[src/rtl/i2c_write_master_if.sv]
// Request/status handshake and I2C pin bundle
// between the config sequencer and the write master.
interface i2c_write_master_if;
  logic       ack_i2c;
  logic       wr_rd;
  logic [6:0] addr;
  logic [7:0] addr_reg;
  logic [7:0] data_config;
  logic       busy;
  logic       done;
  logic       nack;
  logic       scl;
  logic       sda_oe;
  logic       sda_i;

  modport master (
    input  ack_i2c,
    input  wr_rd,
    input  addr,
    input  addr_reg,
    input  data_config,
    input  sda_i,
    output busy,
    output done,
    output nack,
    output scl,
    output sda_oe
  );

  modport slave (
    output ack_i2c,
    output wr_rd,
    output addr,
    output addr_reg,
    output data_config,
    output sda_i,
    input  busy,
    input  done,
    input  nack,
    input  scl,
    input  sda_oe
  );
endinterface

[src/rtl/i2c_write_master.sv]
// Write-only I2C master: START, three bytes
// each followed by an ACK slot, then STOP.
module i2c_write_master #(
  parameter int CLK_DIV = 125
) (
  input logic                clk,
  input logic                reset_n,
  i2c_write_master_if.master m
);
  typedef enum logic [2:0] {
    IDLE, START, BIT, ACK, STOP, DONE
  } state_t;

  localparam logic [15:0] LAST = 16'(CLK_DIV - 1);

  state_t      state;
  logic [15:0] cnt;
  logic [1:0]  q;
  logic [2:0]  bitn;
  logic [1:0]  idx;
  logic [7:0]  sh;
  logic [7:0]  b1;
  logic [7:0]  b2;
  logic        ack_bit;
  logic        busy_r;
  logic        done_r;
  logic        nack_r;
  logic        scl_r;
  logic        oe_r;
  logic        wrap;
  logic [7:0]  nxt;

  assign wrap     = (cnt == LAST);
  assign nxt      = (idx == 2'd0) ? b1 : b2;
  assign m.busy   = busy_r;
  assign m.done   = done_r;
  assign m.nack   = nack_r;
  assign m.scl    = scl_r;
  assign m.sda_oe = oe_r;

  // Line levels are loaded at each quarter wrap
  // with the values of the quarter being entered.
  always_ff @(posedge clk or negedge reset_n) begin
    if (!reset_n) begin
      state   <= IDLE;
      cnt     <= '0;
      q       <= '0;
      bitn    <= '0;
      idx     <= '0;
      sh      <= '0;
      b1      <= '0;
      b2      <= '0;
      ack_bit <= 1'b0;
      busy_r  <= 1'b0;
      done_r  <= 1'b0;
      nack_r  <= 1'b0;
      scl_r   <= 1'b1;
      oe_r    <= 1'b0;
    end else begin
      done_r <= 1'b0;
      if (state inside {START, BIT, ACK, STOP})
        cnt <= wrap ? '0 : cnt + 16'd1;
      unique case (state)
        IDLE: if (m.ack_i2c) begin
          sh      <= {m.addr, m.wr_rd};
          b1      <= m.addr_reg;
          b2      <= m.data_config;
          nack_r  <= 1'b0;
          busy_r  <= 1'b1;
          cnt     <= '0;
          q       <= '0;
          bitn    <= 3'd7;
          idx     <= '0;
          ack_bit <= 1'b0;
          state   <= START;
        end
        START: if (wrap) begin
          if (q == 2'd0) begin
            q    <= 2'd1;
            oe_r <= 1'b1;
          end else begin
            q     <= 2'd0;
            scl_r <= 1'b0;
            oe_r  <= ~sh[7];
            state <= BIT;
          end
        end
        BIT: if (wrap) begin
          q <= q + 2'd1;
          unique case (q)
            2'd0: scl_r <= 1'b1;
            2'd2: scl_r <= 1'b0;
            2'd3: begin
              if (bitn == 3'd0) begin
                oe_r  <= 1'b0;
                state <= ACK;
              end else begin
                bitn <= bitn - 3'd1;
                sh   <= {sh[6:0], 1'b0};
                oe_r <= ~sh[6];
              end
            end
            default: ;
          endcase
        end
        ACK: if (wrap) begin
          q <= q + 2'd1;
          unique case (q)
            2'd0: scl_r <= 1'b1;
            2'd2: begin
              scl_r   <= 1'b0;
              ack_bit <= m.sda_i;
            end
            2'd3: begin
              if (ack_bit || idx == 2'd2) begin
                if (ack_bit) nack_r <= 1'b1;
                oe_r  <= 1'b1;
                state <= STOP;
              end else begin
                idx   <= idx + 2'd1;
                sh    <= nxt;
                bitn  <= 3'd7;
                oe_r  <= ~nxt[7];
                state <= BIT;
              end
            end
            default: ;
          endcase
        end
        STOP: if (wrap) begin
          q <= q + 2'd1;
          unique case (q)
            2'd0: scl_r <= 1'b1;
            2'd1: oe_r <= 1'b0;
            default: begin
              q      <= 2'd0;
              busy_r <= 1'b0;
              done_r <= 1'b1;
              state  <= DONE;
            end
          endcase
        end
        DONE: state <= IDLE;
        default: state <= IDLE;
      endcase
    end
  end
endmodule

[src/flat_wrapper.sv]
// flat-port wrapper written by rule: the top's interface ports become plain ports
module i2c_write_master_flat 
#(
  parameter int CLK_DIV = 125
)
  (clk, reset_n, m_ack_i2c, m_wr_rd, m_addr, m_addr_reg, m_data_config, m_sda_i, m_busy, m_done, m_nack, m_scl, m_sda_oe);
  i2c_write_master_if m_i ();
  input logic clk;
  input logic reset_n;
  input wire logic [$bits(m_i.ack_i2c)-1:0] m_ack_i2c;
  input wire logic [$bits(m_i.wr_rd)-1:0] m_wr_rd;
  input wire logic [$bits(m_i.addr)-1:0] m_addr;
  input wire logic [$bits(m_i.addr_reg)-1:0] m_addr_reg;
  input wire logic [$bits(m_i.data_config)-1:0] m_data_config;
  input wire logic [$bits(m_i.sda_i)-1:0] m_sda_i;
  output wire logic [$bits(m_i.busy)-1:0] m_busy;
  output wire logic [$bits(m_i.done)-1:0] m_done;
  output wire logic [$bits(m_i.nack)-1:0] m_nack;
  output wire logic [$bits(m_i.scl)-1:0] m_scl;
  output wire logic [$bits(m_i.sda_oe)-1:0] m_sda_oe;
  assign m_i.ack_i2c = m_ack_i2c;
  assign m_i.wr_rd = m_wr_rd;
  assign m_i.addr = m_addr;
  assign m_i.addr_reg = m_addr_reg;
  assign m_i.data_config = m_data_config;
  assign m_i.sda_i = m_sda_i;
  assign m_busy = m_i.busy;
  assign m_done = m_i.done;
  assign m_nack = m_i.nack;
  assign m_scl = m_i.scl;
  assign m_sda_oe = m_i.sda_oe;
  i2c_write_master #(.CLK_DIV(CLK_DIV)) u_core (.clk(clk), .reset_n(reset_n), .m(m_i));
endmodule
[config.mk]
export PLATFORM = sky130hd
export DESIGN_NAME = i2c_write_master_flat
export DESIGN_NICKNAME = d
export VERILOG_FILES = /design/src/rtl/i2c_write_master_if.sv /design/src/rtl/i2c_write_master.sv /design/src/flat_wrapper.sv
export SDC_FILE = /design/constraint.sdc
export NUM_CORES = 1
export LEC_CHECK = 0
export CORE_ASPECT_RATIO = 1.2
export CORE_MARGIN = 1
export CORE_UTILIZATION = 52
export DETAILED_ROUTE_END_ITERATION = 16
export GPL_ROUTABILITY_DRIVEN = 1
export PLACE_DENSITY = 0.85
export REMOVE_ABC_BUFFERS = 1
export SETUP_SLACK_MARGIN = 0.05
export SLEW_MARGIN = 25
export SYNTH_ARGS = -nofsm -noshare
export SYNTH_HDL_FRONTEND = slang
export SYNTH_SLANG_ARGS = --single-unit
[constraint.sdc]
create_clock -name clk -period 1.7 [get_ports clk]
set_input_delay 0.17 -clock clk [delete_from_list [all_inputs] [get_ports clk]]
set_output_delay 0.17 -clock clk [all_outputs]
set_load 0.03 [all_outputs]
==> summary.txt <==
Placement
  – Detailed placement HPWL: between 6 and 7 mm
  – Input/output buffers: 32
  – Final weighted congestion of routability-driven global placement: ~0.9

STA
  – Minimum clock period after layout: around 1.9 ns
  – Count of final hold-check violations: 0
  – Worst Setup Slack, final: -0.1976 ns
  – Fin Setup TNS: -4.012 ns
  – Setup skew after layout: approximately 0.0085 ns
  – Actual slew at the worst max-slew pin: roughly 0.45 ns
  – Fmax: between 500 and 600 MHz
  – Final number of setup-violating endpoints: 37
  – Portion of the clock cycle consumed by the worst path in the final layout: 1.116
  – WHS: about 0.27 ns
  – Setup repair after global routing missed its margin: true
  – Max-slew headroom: 0.6964
  – Number of pins exceeding their max-slew limit in the final report: 0

Worst setup path
  – Biggest cell delay along the critical path: around 0.38 ns
  – Capturing element type of the critical path: register
  – Data arrival time of the critical path: 2.15 ns
  – CP cell instances: inv_1, ha_1, and3b_1, buf_4, o22ai_2, buf_4, nand4_1, mux2i_1
  – Critical path class: register to register
  – Critical Path Fanout Max: 3
  – Kind of launch point of the worst setup path: register
  – Slowest stage cell, crit path: sky130_fd_sc_hd__dfrtp_1
  – Worst Path Required: roughly 2.0 ns
  – Top delay family on crit path: buffers and inverters
  – Crit path buf inv count: 3
  – Most frequent CP cell: sky130_fd_sc_hd__buf_4

Clocking
  – Clock slew seen by the registers of the worst setup and hold paths: 0.11 ns
  – Clk sink count: between 50 and 60
  – Max clock buf depth: 2
  – Clock Tree Root: sky130_fd_sc_hd__clkbuf_8
  – Deepest level of the CTS H-tree: 2
  – Clock latency reported for the late side of the worst-skew pair: 0.33 ns
  – CTS tree: yes
  – Total CTS buffers: 5

Logic synthesis
  – Sequential share of the synthesized area: 0.4195
  – Cell type with the highest aggregate area in the netlist: sky130_fd_sc_hd__dfrtp_1
  – Most area-consuming cells after synthesis: sky130_fd_sc_hd__dfrtp_1 (41%), sky130_fd_sc_hd__mux2_2 (8.1%), sky130_fd_sc_hd__ha_1 (4.5%), sky130_fd_sc_hd__mux2i_1 (3.6%), sky130_fd_sc_hd__o22a_1 (3.1%)
  – Most common flop cell mapped by yosys: sky130_fd_sc_hd__dfrtp_1
  – Gate count after technology mapping: 314
  – Per-instance average area after synthesis: around 11 um^2
  – Count of flip-flops with a built-in enable after synthesis: 0
  – Count of warnings emitted by yosys: 0
  – Most repeated cell in the gate-level netlist after synthesis: sky130_fd_sc_hd__dfrtp_1
  – Share of synthesized registers carrying an async set or reset: 1.000
  – Count of state elements after synthesis: 56
  – Netlist Area Pre-Place: roughly 3300 um^2
  – Synth top cells by count: sky130_fd_sc_hd__dfrtp_1 (55), sky130_fd_sc_hd__mux2_2 (24), sky130_fd_sc_hd__nor2_1 (18), sky130_fd_sc_hd__inv_1 (17)
  – Distinct cell type count after synthesis: 63
  – Fraction of post-synthesis cell area in the top cell type by area: 0.4117

Floorplan
  – Row cnt: 31
  – Initial standard-cell utilization of the core: 0.5455
  – Horizontal die dimension: 75.20 um
  – I/O pin count: 33
  – Core Area: a little over 6000 um^2
  – Die Y: 89.84 um
  – Die Area: just under 7000 um^2

Power and ir drop
  – Total power density per cell area: approximately 500 nW/um^2
  – Net switching power figure: 0.5919 mW
  – Internal Power: between 1.5 and 2 mW
  – Fraction of power spent switching nets: 0.2438
  – Power share of the clock group: 0.334
  – Leakage power figure: between 2 and 2.5 nW
  – Combinational group share of total power: 0.095
  – IR Drop Worst-Case VDD: between 0.0005 and 0.0006 V
  – Sequential Power Share: 0.571

GRT
  – Met2 GRT Util: 0.5120
  – Highest-utilization routing layer at the global route stage: met2
  – Global Route met1 Usage: 0.3351
  – Total routing resource utilization after global routing: 0.2912
  – GR met3 Demand/Resource: 0.04596
  – Leftover overflow at the end of global routing: 0
  – Wire length of the first global-routing pass: approximately 15 mm
  – Antenna violations before repair: 0
  – Via count of the first global-routing pass: ~3300
  – Maximum number of pins on one net before global-route repair: 23

Outcome
  – Status: finished, violations left
  – Violations in the final reports: negative setup slack

Routing
  – Ratio of routed vias to standard cells: approximately 6.4
  – Iteration count of the initial detailed-routing pass: 5
  – Number of DRC markers after the initial detailed-route iteration: 216
  – Routed WL: 11.23 mm
  – Total number of vias: roughly 3200
  – Antenna violation net count after detailed routing: 0
  – WL per Instance: 22.14 um
  – Number of DRC violations after detailed routing: 0

Layout
  – Area Growth Syn to Fin: 45.81%
  – Share of post-route cells with drive strength above 1: 0.4000
  – Final layout net count: between 400 and 500
  – Diode insertion count for antenna repair: 0

Hold path
  – Worst hold-check path type: input pin to asynchronous set/reset pin

Flow run
  – Total of max-cap violations: 0
## power groups by stage
stage | sequential, mW | clock (mW) | combinational (mW)
after global routing | 1.39 | 0.857 | 0.250
after global placement | 1.41 | 0 | 0.191
after detailed placement | 1.41 | 0 | 0.197
final | 1.39 | 0.810 | 0.231
after CTS | 1.38 | 0.782 | 0.208
after floorplan | 1.40 | 0 | 0.0767
## sequential cells by signal, indices dropped and copies added (netlist names)
signal and cells:
u_core.m.scl 1, u_core.state 3, u_core.q 2, u_core.b1 8, u_core.m.nack 1, u_core.idx 2, u_core.cnt 16, u_core.m.done 1
u_core.b2 8, u_core.m.busy 1, u_core.sh 8, u_core.bitn 3, u_core.ack_bit 1, u_core.m.sda_oe 1
## cells by family (layout without fill, tap and decap cells)
family                     count (synthesis)  in the layout  share of synthesized area
muxes                                     38             38                     0.1235
buffers and inverters                     33            144                    0.04566
and+or+nand+nor                           96             96                     0.1864
AOI/OAI and AO/OA                         70             70                     0.1561
xor gates and xnor gates                   8              8                    0.02096
DFF                                       56             56                     0.4195
adders and majority gates                 13             13                    0.04790
## final cells by class
class,count,area [um^2]
Fill cell,368,1254
Sequential cell,56,1406
Inverter,17,63.81
Clock buffer,7,86.33
Clock inverter,1,7.507
Multi-Input combinational cell,225,2121
Tap cell,82,102.6
Timing Repair Buffer,119,1087
## final timing paths
path | from | to | slack, ns | cells past startpoint
setup / recovery | u_core.bitn[0]$_DFFE_PN0P_ | u_core.idx[0]$_DFFE_PN0P_ | -0.20 | 8
hold / removal | reset_n | u_core.b2[3]$_DFFE_PN0P_ | 0.27 | 2
setup reg to reg | u_core.bitn[0]$_DFFE_PN0P_ | u_core.idx[0]$_DFFE_PN0P_ | -0.20 | 8
hold reg to reg | u_core.b2[2]$_DFFE_PN0P_ | u_core.b2[2]$_DFFE_PN0P_ | 0.52 | 1
max in group asynchronous | reset_n | u_core.m.scl$_DFFE_PN1P_ | 0.83 | 3
min in group clk | m_data_config[3] | u_core.b2[3]$_DFFE_PN0P_ | 0.44 | 2
## per-stage QoR
step                      cell area [um^2]  setup WS, ns  std cells  utilization  total power, mW
after floorplan                       3254        -2.158        298            -            1.478
after global placement                4237      -0.07463        483       0.6913            1.596
after detailed placement              4237       -0.1170        483       0.6913            1.605
after CTS                             4563      -0.06574        500       0.7446            2.372
after global routing                  4875       -0.2315        507       0.7954            2.495
final                                 4875       -0.1976        507       0.7954            2.427
## placed cells by master (no fill, tap or decap), types with 3 or more instances in the layout
cell                               n
sky130_fd_sc_hd__dfrtp_1          52
sky130_fd_sc_hd__or4_1             4
sky130_fd_sc_hd__nor2_1           17
sky130_fd_sc_hd__mux2_4           18
sky130_fd_sc_hd__buf_4            66
sky130_fd_sc_hd__nand2b_1          3
sky130_fd_sc_hd__dfrtp_2           3
sky130_fd_sc_hd__ha_4              4
sky130_fd_sc_hd__o22a_1           11
sky130_fd_sc_hd__a21oi_2           3
sky130_fd_sc_hd__nand4_1           6
sky130_fd_sc_hd__a21oi_1           7
sky130_fd_sc_hd__buf_6            12
sky130_fd_sc_hd__nor2b_1           4
sky130_fd_sc_hd__xor2_1            6
sky130_fd_sc_hd__o31ai_1           4
sky130_fd_sc_hd__buf_8             4
sky130_fd_sc_hd__clkdlybuf4s50_1  30
sky130_fd_sc_hd__ha_1              8
sky130_fd_sc_hd__and4_1            3
sky130_fd_sc_hd__o21ai_0           7
sky130_fd_sc_hd__mux2_2            7
sky130_fd_sc_hd__nand2_1          11
sky130_fd_sc_hd__inv_1            15
sky130_fd_sc_hd__mux2i_1          12
sky130_fd_sc_hd__nand3_1           7
sky130_fd_sc_hd__clkbuf_8          6
sky130_fd_sc_hd__a31oi_1           8
## per-layer routing
layer | wire (um) | part of all wire
met5 | 0 | 0
met3 | 737 | 0.066
met1 | 4039 | 0.36
met4 | 631 | 0.056
met2 | 5816 | 0.52
## what timing repair did
item / 4_1_cts / 5_1_grt
setup buffers: 7 / 6
gates cloned: 1 / 1
gates resized for setup: 40 / 56
endpoints found under the hold margin: 9 / 0
setup endpoints to repair: 56 / 54
hold buffers: 1 / 0
pin swaps: 13 / 18
Note: power is estimated with default switching activity, not from simulation.
